==> config.mk <==
export PLATFORM = sky130hd
export DESIGN_NAME = mem_arbiter
export DESIGN_NICKNAME = d
export VERILOG_FILES = /design/src/rtl/mem_arbiter.sv
export SDC_FILE = /design/constraint.sdc
export NUM_CORES = 1
export LEC_CHECK = 0
export ABC_AREA = 0
export BUFFER_PORTS_ARGS = -buffer_cell sky130_fd_sc_hd__buf_2
export CORE_MARGIN = 2
export CORE_UTILIZATION = 45
export CTS_CLUSTER_SIZE = 40
export DETAILED_ROUTE_END_ITERATION = 8
export MAX_ROUTING_LAYER = met4
export PLACE_DENSITY_LB_ADDON = 0.25
export SLEW_MARGIN = 20
export SYNTH_ARGS = -nofsm -noshare
export SYNTH_HDL_FRONTEND = slang
export SYNTH_SLANG_ARGS = --single-unit
==> constraint.sdc <==
create_clock -name clk -period 6.83 [get_ports clk]
set_clock_uncertainty 0.05 [all_clocks]
set_input_delay 1.0245 -clock clk [delete_from_list [all_inputs] [get_ports clk]]
set_output_delay 1.0245 -clock clk [all_outputs]
set_load 0.05 [all_outputs]
==> src/rtl/mem_arbiter.sv <==
// rtl/mem_arbiter.sv - unified memory arbiter between the CPU port and the loader/debug port
//
// Purpose:
//   Shares one instruction/data memory between the multicycle CPU (MemRead/MemWrite)
//   and a loader/debug port. One access is in flight at a time. The CPU is held off
//   with cpu_stall. The loader is guaranteed a grant after losing MAX_WAIT arbitrations.
//
// Ports:
//   clk, reset                 system clock (rising edge), asynchronous active-high reset
//   cpu_rd, cpu_wr             CPU request; both high is treated as a write
//   cpu_addr, cpu_wdata        CPU byte address and write data
//   cpu_rdata                  registered CPU read data, valid while cpu_stall is low in CPU_RESP
//   cpu_stall                  CPU must hold its state and request while high
//   ldr_req, ldr_we            loader request (held until ldr_ack), write(1)/read(0)
//   ldr_addr, ldr_wdata        loader address and write data
//   ldr_rdata, ldr_ack         registered loader read data, one-cycle completion pulse
//   mem_en, mem_we             one-cycle access strobe and write qualifier to memory
//   mem_addr, mem_wdata        registered memory address and write data
//   mem_rdata                  memory read data, valid MEM_LAT cycles after mem_en
module mem_arbiter #(
  parameter int AW       = 32,
  parameter int DW       = 32,
  parameter int MEM_LAT  = 1,
  parameter int MAX_WAIT = 4
) (
  input  logic          clk,
  input  logic          reset,
  input  logic          cpu_rd,
  input  logic          cpu_wr,
  input  logic [AW-1:0] cpu_addr,
  input  logic [DW-1:0] cpu_wdata,
  output logic [DW-1:0] cpu_rdata,
  output logic          cpu_stall,
  input  logic          ldr_req,
  input  logic          ldr_we,
  input  logic [AW-1:0] ldr_addr,
  input  logic [DW-1:0] ldr_wdata,
  output logic [DW-1:0] ldr_rdata,
  output logic          ldr_ack,
  output logic          mem_en,
  output logic          mem_we,
  output logic [AW-1:0] mem_addr,
  output logic [DW-1:0] mem_wdata,
  input  logic [DW-1:0] mem_rdata
);

  localparam int LW = (MEM_LAT < 1) ? 1 : $clog2(MEM_LAT + 1);
  localparam int WW = (MAX_WAIT < 1) ? 1 : $clog2(MAX_WAIT + 1);

  typedef enum logic [2:0] {
    IDLE,
    CPU_WAIT,
    CPU_RESP,
    LDR_WAIT,
    LDR_RESP
  } state_t;

  state_t        state;
  logic [LW-1:0] lat_cnt;
  logic [WW-1:0] wcnt;
  logic          cpu_req;
  logic          ldr_win;

  assign cpu_req = cpu_rd | cpu_wr;

  // Loader wins when the CPU is quiet, or when it has already lost MAX_WAIT times in a row.
  assign ldr_win = ldr_req & (~cpu_req | (wcnt == WW'(MAX_WAIT)));

  // Combinational so the control FSM freezes in the same cycle it raises MemRead/MemWrite.
  assign cpu_stall = ~reset & cpu_req & (state != CPU_RESP);

  always_ff @(posedge clk or posedge reset) begin
    if (reset) begin
      state     <= IDLE;
      lat_cnt   <= '0;
      wcnt      <= '0;
      mem_en    <= 1'b0;
      mem_we    <= 1'b0;
      mem_addr  <= '0;
      mem_wdata <= '0;
      cpu_rdata <= '0;
      ldr_rdata <= '0;
      ldr_ack   <= 1'b0;
    end else begin
      // Strobes default low so each is a single-cycle pulse.
      mem_en  <= 1'b0;
      ldr_ack <= 1'b0;
      if (!ldr_req) begin
        wcnt <= '0;
      end

      case (state)
        IDLE: begin
          if (ldr_win) begin
            mem_en    <= 1'b1;
            mem_we    <= ldr_we;
            mem_addr  <= ldr_addr;
            mem_wdata <= ldr_wdata;
            lat_cnt   <= LW'(MEM_LAT);
            wcnt      <= '0;
            state     <= LDR_WAIT;
          end else if (cpu_req) begin
            mem_en    <= 1'b1;
            mem_we    <= cpu_wr;
            mem_addr  <= cpu_addr;
            mem_wdata <= cpu_wdata;
            lat_cnt   <= LW'(MEM_LAT);
            state     <= CPU_WAIT;
            if (ldr_req && (wcnt != WW'(MAX_WAIT))) begin
              wcnt <= wcnt + WW'(1);
            end
          end
        end

        // Counter reaches zero exactly MEM_LAT cycles after the issue cycle, when mem_rdata is valid.
        CPU_WAIT: begin
          if (lat_cnt == '0) begin
            cpu_rdata <= mem_rdata;
            state     <= CPU_RESP;
          end else begin
            lat_cnt <= lat_cnt - LW'(1);
          end
        end

        LDR_WAIT: begin
          if (lat_cnt == '0) begin
            ldr_rdata <= mem_rdata;
            ldr_ack   <= 1'b1;
            state     <= LDR_RESP;
          end else begin
            lat_cnt <= lat_cnt - LW'(1);
          end
        end

        // No grant from a response state: requesters get one cycle to update their request.
        CPU_RESP: state <= IDLE;
        LDR_RESP: state <= IDLE;
        default:  state <= IDLE;
      endcase
    end
  end

endmodule
==> results of run 1 <==
==> worst max-delay path by stage <==
stage / endpoint / cells past startpoint / startpoint / slack [ps]
after floorplan: cpu_rdata[0] / 1 / reset / 2060
after global placement: mem_wdata[24] / 6 / ldr_req / 2710
after detailed placement: mem_wdata[10] / 6 / ldr_req / 2550
after CTS: mem_wdata[10] / 6 / ldr_req / 3010
after global routing: mem_wdata[10] / 6 / ldr_req / 3120
final: mem_addr[19] / 6 / ldr_req / 3320
==> sequential cells by signal, summed over array words and instances (netlist names) <==
register and count:
mem_we 1, mem_en 1, wcnt 3, ldr_ack 1, mem_addr 32, state 3
cpu_rdata 32, ldr_rdata 32, mem_wdata 32, lat_cnt 1
==> power groups by stage <==
stage	combinational, mW	clock [mW]	sequential [mW]
after floorplan	0.861	0	2.81
after global placement	2.78	0	1.46
after detailed placement	2.83	0	1.48
after CTS	2.83	0.845	1.47
after global routing	2.98	0.884	1.52
final	2.82	0.826	1.48
==> per-stage QoR <==
stage	utilization (%)	worst slack, ps	total power [mW]	instances
after floorplan	-	2060	3.68	561
after global placement	56.3	2710	4.25	987
after detailed placement	56.3	2550	4.31	987
after CTS	60.2	3010	5.15	1018
after global routing	60.2	3120	5.39	1018
final	60.2	3320	5.12	1018
==> per-layer routing <==
metal	vias up	global-route usage, %	routed length, um	share of wire, %
li1	2601	-	-	-
met1	2751	29.6	7020	39
met2	302	41.4	9030	50
met3	35	5.57	1510	8.3
met4	0	10.1	479	2.7
met5	-	-	0	0
==> cells by family (layout without fill, tap and decap cells) <==
| kind of cell | count (synthesis) | count (layout) |
|---|---|---|
| DFF | 138 | 138 |
| and+or+nand+nor | 86 | 86 |
| buffers and inverters | 65 | 342 |
| xor gates and xnor gates | 1 | 1 |
| adders and majority gates | 2 | 2 |
| AOI/OAI and AO/OA | 205 | 205 |
| muxes | 64 | 64 |
==> worst max-delay path: stages <==
cell and delay, ps:
buf_2 80, buf_4 580, or3_4 720, nand2_2 170, inv_2 810, a31oi_1 210
==> final cells by class <==
| type | instances | area [um^2] | area share (%) |
|---|---|---|---|
| clock buffers | 17 | 425 | 5.15 |
| clock inverters | 14 | 108 | 1.30 |
| inverters | 7 | 31.3 | 0.379 |
| multi-input cells | 358 | 2480 | 30.0 |
| flip-flops and latches | 138 | 3450 | 41.8 |
| well taps | 180 | 225 | 2.73 |
| repair buffers | 304 | 1540 | 18.7 |
==> layout by cell type, fill, tap and decap left out, types with 4 or more instances in the layout <==
cell,instances
nand3_1,67
o21ai_0,65
buf_4,6
clkinv_2,9
inv_1,4
mux2_2,42
clkbuf_16,17
a31oi_1,65
nor2_1,4
mux2_4,20
a21oi_1,66
nand2_1,5
buf_2,297
dfrtp_1,138
==> flow_metrics.tcl, run 1 <==
set metrics [dict create \
    outcome "finished, final reports clean" \
    seqPwrFrac_pct 28.8 \
    grt_pass1_vias 5528 \
    cts_buffers 17 \
    synth_top_area_share_pct 55.3 \
    powerDensity_mw_per_mm2 620 \
    via_count 5689 \
    synth_area_mm2 0.00624 \
    muxShareOfSynthArea_pct 12.7 \
    drtIter0Drc 336 \
    fp-row-count 43 \
    synth_cell_types 33 \
    cts_max_path_buffers 2 \
    r2r_end "mem_addr[19]" \
    synthSimpleGateAreaFrac_pct 7.59 \
    p_leak_nw 3.78 \
    synthTopCellsByCount "dfrtp_1, nand3_1, a21oi_1, a31oi_1, o21ai_0" \
    switching_share_pct 51.7 \
    yosys.area.top_type "dfrtp_1" \
    ios 298 \
    maxSlewHeadroom_pct 26.6 \
    cts_max_level 4 \
    wl_um 18000 \
    start_kind "primary input" \
    drv_cap 0 \
    drtAntennaViolNets 0 \
    holdCritPathClass "reg2reg" \
    ys_warn_count 0 \
    synth_edf_count 0 \
    setup_viol 0 \
    clock_sinks 138 \
    combPwrFrac_pct 55.0 \
    die-area_mm2 0.0148 \
    cp.arrival_ps 3670 \
    fin_crit_ps 3510 \
    die_h_um 122 \
    routedWlPerCell_um 17.7 \
    critPathKind "in2reg" \
    synth_flop_cell "dfrtp_1" \
    grt_pass1_wl_um 28000 \
    root_buffer "clkbuf_16" \
    crit_fanout 71 \
    place.gp.congestion 0.784 \
    min_to "cpu_rdata[22]" \
    p_int_mw 2.47 \
    grt_max_degree 91 \
    whs_path_depth 1 \
    p_clk_share_pct 16.1 \
    antenna_found_initial 0 \
    r2r-start "state[1]" \
    switchingPower_mw 2.65 \
    r2r_slack_ps 3980 \
    synthArstFlopShare_pct 100 \
    cp.required_ps 7000 \
    synth_most_common_cell "dfrtp_1" \
    finalMaxSlewViolations 0 \
    syn_nets 729 \
    fin_hold_ws_ps 433 \
    port_buffers 297 \
    worst_slew_pin_slew_ps 1100 \
    rsz0062_at_grt "no" \
    min_from "cpu_rdata[22]" \
    synth_compound_area_share_pct 18.3 \
    vdd_drop_max_v 0.000286 \
    hpwlAfterDp_um 12100 \
    fill_cells 1175 \
    synth_area_leaders "dfrtp_1, mux2_2, a31oi_1, nand3_1, a21oi_1" \
    clk_latency_ps 400 \
    placed_area_mm2 0.00772 \
    worstSetupEndpointType "register" \
    die_w_um 122 \
    coreArea_mm2 0.0137 \
    hold_viol 0 \
    synth-xor-area-share_pct 0.140 \
    final_layout_size_suffix_gt1_share_pct 48.9 \
    design_area_mm2 0.00826 \
    rr_worst_depth 5 \
    post-cts-setup-buffers 0 \
    vias_per_cell 5.59 \
    drc 0 \
    area_growth_pct 32.3 \
    drt-pass1-iter-count 7 \
    cts_hold_buf 0 \
    fin_crit_sh_pct 51.3 \
    synth_seq_area_share_pct 55.3 \
    synth_fa_ha_area_share_pct 0.401 \
    clkTransAtPathRegs_ps 60 \
    overflow 0 \
    nNetsFinal 994 \
    syn_avg_cell_area_um2 11.1 \
    tritoncts "built" \
    tns_ps 0 \
    grt_util_all_layers_pct 25.0 \
    synth_top_family_by_area "compound AO/OA/AOI/OAI gates" \
    ys_seq_elements 138 \
    start_util_pct 45.5 \
    n_antenna_cell 0 \
    max_freq_ghz 0.285 \
    synthCells 561 \
    cts_resized 0 \
]
Note: power is estimated with default switching activity, not from simulation.
==> run 2, diff against run 1 <==
CORE_UTILIZATION = 42   (was 45)
clock period = 3 ns   (was 6.83 ns; I/O delays follow)
==> run 2 against run 1 <==
  * Via count grew 1.1%
  * Hold slack worse by 330 ps
  * Combinational power up 130%
  * Sequential power rose by 130%
  * Flip-flop and latch count did not move
  * Largest cell class unchanged
==> flow_metrics.tcl, run 2 (same netlist as run 1, synthesis figures left out) <==
set metrics [dict create \
    post-cts-setup-buffers 0 \
    n_antenna_cell 0 \
    critPathKind "in2reg" \
    start_kind "primary input" \
    area_growth_pct 35.0 \
    clk_latency_ps 410 \
    placed_area_mm2 0.00781 \
    maxSlewHeadroom_pct 36.7 \
    overflow 0 \
    r2r_end "mem_wdata[23]" \
    final_common_cell "buf_2" \
    vdd_drop_max_v 0.000624 \
    seqPwrFrac_pct 28.1 \
    cts_buffers 17 \
    grt_pass1_vias 5706 \
    fin_crit_sh_pct 70.0 \
    drtAntennaViolNets 0 \
    met1_usage_pct 30.0 \
    switchingPower_mw 6.06 \
    start_util_pct 43.0 \
    hpwlAfterDp_um 12500 \
    ios 298 \
    powerDensity_mw_per_mm2 1420 \
    drt-pass1-iter-count 5 \
    via_count 5752 \
    antenna_found_initial 0 \
    cts_resized 0 \
    rr_worst_depth 4 \
    layout_common_cells "buf_2, dfrtp_1, nand3_1, a21oi_1" \
    worstSetupEndpointType "register" \
    max_freq_ghz 0.476 \
    drtIter0Drc 284 \
    drv_cap 0 \
    hold_viol 0 \
    die_w_um 126 \
    tritoncts "built" \
    grt_util_met3_pct 5.73 \
    root_buffer "clkbuf_16" \
    cts_hold_buf 0 \
    cts_max_path_buffers 2 \
    finalMaxSlewViolations 0 \
    grt_util_all_layers_pct 23.9 \
    crit_end "mem_wdata[23]" \
    grt-busiest-layer "met2" \
    grt_max_degree 70 \
    clkTransAtPathRegs_ps 60 \
    place.gp.congestion 0.841 \
    switching_share_pct 50.7 \
    holdCritPathClass "in2async" \
    cp.required_ps 3270 \
    grt_pass1_wl_um 29400 \
    coreArea_mm2 0.0145 \
    setup_viol 0 \
    use_met2_pct 38.9 \
    r2r_slack_ps 950 \
    clock_sinks 138 \
    die_h_um 126 \
    outcome "finished, final reports clean" \
    p_clk_share_pct 18.1 \
    worst_slew_pin_slew_ps 949 \
    cts_max_level 4 \
    fill_cells 1250 \
    r2r-start "state[1]" \
    vias_per_cell 5.61 \
    regArea_mm2 0.00345 \
    wl_um 18400 \
    crit_fanout 65 \
    p_leak_nw 3.84 \
    p_int_mw 5.89 \
    routedWlPerCell_um 17.9 \
    tns_ps 0 \
    nNetsFinal 997 \
    drc 0 \
    cp.arrival_ps 2370 \
    rsz0062_at_grt "no" \
    fp-row-count 44 \
    crit_start "ldr_req" \
    design_area_mm2 0.00843 \
    die-area_mm2 0.0159 \
    fin_crit_ps 2100 \
    multi_input_area_mm2 0.00247 \
    final_layout_size_suffix_gt1_share_pct 48.9 \
    port_buffers 297 \
    combPwrFrac_pct 53.8 \
]
[run 2: cell count changes in the layout (fill, tap and decap cells not counted)]
cell / delta
buf_12: +5
buf_4: -1
inv_2: -1
clkinvlp_4: +2
inv_6: -1
clkbuf_8: +3
or3_4: -1
clkbuf_1: +2
bufinv_16: +2
buf_6: -1
clkinv_2: -6
or3_2: +1
[run 2: layout make-up]
| type | count | share of cell area [%] |
|---|---|---|
| Multi-Input combinational cell | 358 | 29.4 |
| Timing Repair Buffer | 307 | 19.3 |
| Clock inverter | 10 | 1.66 |
| Clock buffer | 22 | 5.63 |
| Tap cell | 184 | 2.73 |
| Inverter | 7 | 0.371 |
| Sequential cell | 138 | 41.0 |
[run 2: worst min-delay path by stage]
stage                   from            end  slack (ps)  depth (start not counted)
6_report               reset  cpu_rdata[24]         100                          2
2_1_floorplan       state[2]       state[1]         460                          1
3_3_place_gp   cpu_rdata[23]  cpu_rdata[23]         420                          1
4_1_cts                reset  ldr_rdata[21]         100                          2
5_1_grt                reset  ldr_rdata[27]         140                          2
3_5_place_dp   ldr_rdata[28]  ldr_rdata[28]         440                          1
[run 2: per-stage QoR]
stage | hold WS, ps | instances | util [%] | setup slack, ps | power [mW]
global route | 137 | 1026 | 58.0 | 745 | 12.5
CTS | 101 | 1026 | 58.0 | 897 | 12.0
detailed placement | 438 | 994 | 53.8 | 845 | 9.83
finish | 99.1 | 1026 | 58.0 | 899 | 11.9
global placement | 418 | 994 | 53.8 | 936 | 9.70
floorplan | 459 | 561 | - | 741 | 8.37
[run 2: power groups by stage]
stage / sequential [mW] / clock (mW) / combinational (mW)
6_report: 3.36 / 2.16 / 6.42
3_3_place_gp: 3.34 / 0 / 6.36
3_5_place_dp: 3.38 / 0 / 6.46
2_1_floorplan: 6.41 / 0 / 1.96
5_1_grt: 3.48 / 2.28 / 6.75
4_1_cts: 3.37 / 2.20 / 6.46
[run 2: metal layers]
metal	routed length [um]	vias up
met5	0	-
met1	7430	2808
met4	263	0
li1	-	2605
met2	9270	317
met3	1440	22
[run 2: critical path: stages]
cell	delay, ps
buf_2	140
or3_2	500
nand2_2	120
clkinv_2	690
a31oi_1	420
==> run 3, diff against run 2 <==
clock period = 1.9 ns   (was 3 ns; I/O delays follow)
==> run 3 against run 2 <==
  * Combinational power up 60%
  * Sequential share of layout area is 0.34 points lower
  * Sequential power up 57%
  * Count of clock-buffer cells in the layout down 3
  * Clock power is 46% higher
  * Core utilization rose by 0.51 points
  * Power grew 57%
  * Global-route usage fell by 0.24 points
  * Wire length down 1.3%
  * Die area stayed put
  * Flip-flop and latch count stayed put
  * Final cell count increased by 0.68%
  * Critical path type is now reg2out
  * Critical endpoint is now cpu_stall
==> flow_metrics.tcl, run 3 (same netlist as run 1, synthesis figures left out) <==
set metrics [dict create \
    start_util_pct 43.0 \
    max_freq_ghz 0.569 \
    cts_max_level 4 \
    root_buffer "clkbuf_16" \
    placed_area_mm2 0.00793 \
    crit_path_cell_trace "nor2_1 -> a211oi_2 -> buf_4" \
    design_area_mm2 0.00850 \
    drv_cap 0 \
    rsz0062_at_grt "no" \
    die-area_mm2 0.0159 \
    holdCritPathClass "in2reg" \
    cts_buffers 17 \
    cts_max_path_buffers 2 \
    vdd_drop_max_v 0.00127 \
    ios 298 \
    cp_num_buf_inv 1 \
    routedWlPerCell_um 17.6 \
    overflow 0 \
    r2r-start "wcnt[0]" \
    drc 0 \
    clkTransAtPathRegs_ps 60 \
    cp.depth 3 \
    drtAntennaViolNets 0 \
    hold_viol 0 \
    power_mw 18.8 \
    start_kind "register" \
    die_w_um 126 \
    layout_common_cells "buf_2, dfrtp_1, nand3_1, a21oi_1" \
    grt_util_all_layers_pct 23.7 \
    fin_crit_ps 1760 \
    die_h_um 126 \
    wl_um 18200 \
    powerDensity_mw_per_mm2 2210 \
    crit_start "state[0]" \
    crit_fanout 6 \
    fin_crit_sh_pct 92.5 \
    finalMaxSlewViolations 0 \
    grt_pass1_vias 5771 \
    via_count 5762 \
    final_common_cell "buf_2" \
    antenna_found_initial 0 \
    fp-row-count 44 \
    critPathSlowestCell "dfrtp_2" \
    tritoncts "built" \
    crit_end "cpu_stall" \
    outcome "finished, final reports clean" \
    r2r_end "mem_wdata[3]" \
    n_antenna_cell 0 \
    post-cts-setup-buffers 0 \
    drtIter0Drc 432 \
    drt-pass1-iter-count 5 \
    crit_family "flip-flops" \
    rr_worst_depth 6 \
    max_stage_delay_ps 450 \
    place.gp.congestion 0.811 \
    area_growth_pct 36.1 \
    clock_sinks 138 \
    final_layout_size_suffix_gt1_share_pct 49.6 \
    grt_pass1_wl_um 29400 \
    coreArea_mm2 0.0145 \
    nNetsFinal 1004 \
    grt_max_degree 83 \
    p_leak_nw 3.87 \
    worst_slew_pin_slew_ps 443 \
    r2r_slack_ps 180 \
    vias_per_cell 5.58 \
    port_buffers 297 \
    critPathKind "reg2out" \
    hpwlAfterDp_um 12400 \
    clk_latency_ps 420 \
    cp.arrival_ps 1420 \
    maxSlewHeadroom_pct 70.5 \
    setup_viol 0 \
    cp.required_ps 1560 \
    worstSetupEndpointType "output pin" \
]
run 3: stage by stage:
| stage | setup WS [ps] | util, % | cells | hold WS, ps | setup TNS (ps) |
|---|---|---|---|---|---|
| final | 143 | 58.5 | 1033 | 59.8 | 0 |
| after global routing | 59.2 | 58.5 | 1033 | 51.2 | 0 |
| after CTS | 25.2 | 58.5 | 1033 | 39.3 | 0 |
| after detailed placement | 191 | 54.5 | 1000 | 404 | 0 |
| after global placement | 247 | 54.5 | 1000 | 398 | 0 |
| after floorplan | -156 | - | 561 | 370 | -21540 |
run 3: per-layer routing:
layer	global-route usage, %	share of wire [%]
met2	36.2	48
met5	-	0
met4	8.86	2.5
met3	4.97	7.8
met1	31.3	41
run 3: where the power goes:
part	leakage [nW]	internal (mW)	switching [mW]
logic	2.00	2.86	7.48
registers	1.60	4.43	0.857
clock network	0.270	1.84	1.32
run 3: layout make-up:
class	count	area, um^2
clock inverters	13	120
inverters	7	30.0
flip-flops and latches	138	3450
well taps	184	230
fillers	1256	6030
repair buffers	314	1740
clock buffers	19	443
multi-input cells	358	2480
run 3: what timing repair did:
item / in CTS / in global routing
setup endpoints to repair: 1 / 1
gates resized for setup: 1 / 1
endpoints found under the hold margin: 56 / 0
hold buffers: 1 / 0
run 3: how the worst min path moves through the flow:
| stage | endpoint | from | slack [ps] | depth (start not counted) |
|---|---|---|---|---|
| after global placement | state[1] | reset | 400 | 3 |
| after detailed placement | cpu_rdata[3] | reset | 400 | 3 |
| after floorplan | cpu_rdata[22] | mem_rdata[22] | 370 | 1 |
| after global routing | cpu_rdata[6] | mem_rdata[6] | 50 | 2 |
| after CTS | cpu_rdata[30] | mem_rdata[30] | 40 | 2 |
| final | cpu_rdata[30] | mem_rdata[30] | 60 | 2 |
run 3: worst reg2reg max path, cell delays in order, from the launching register on:
cell       delay [ps]
dfrtp_1           370
inv_1              70
ha_1              310
a2bb2oi_4         200
buf_12            260
o21ai_0           180
a31oi_1           200
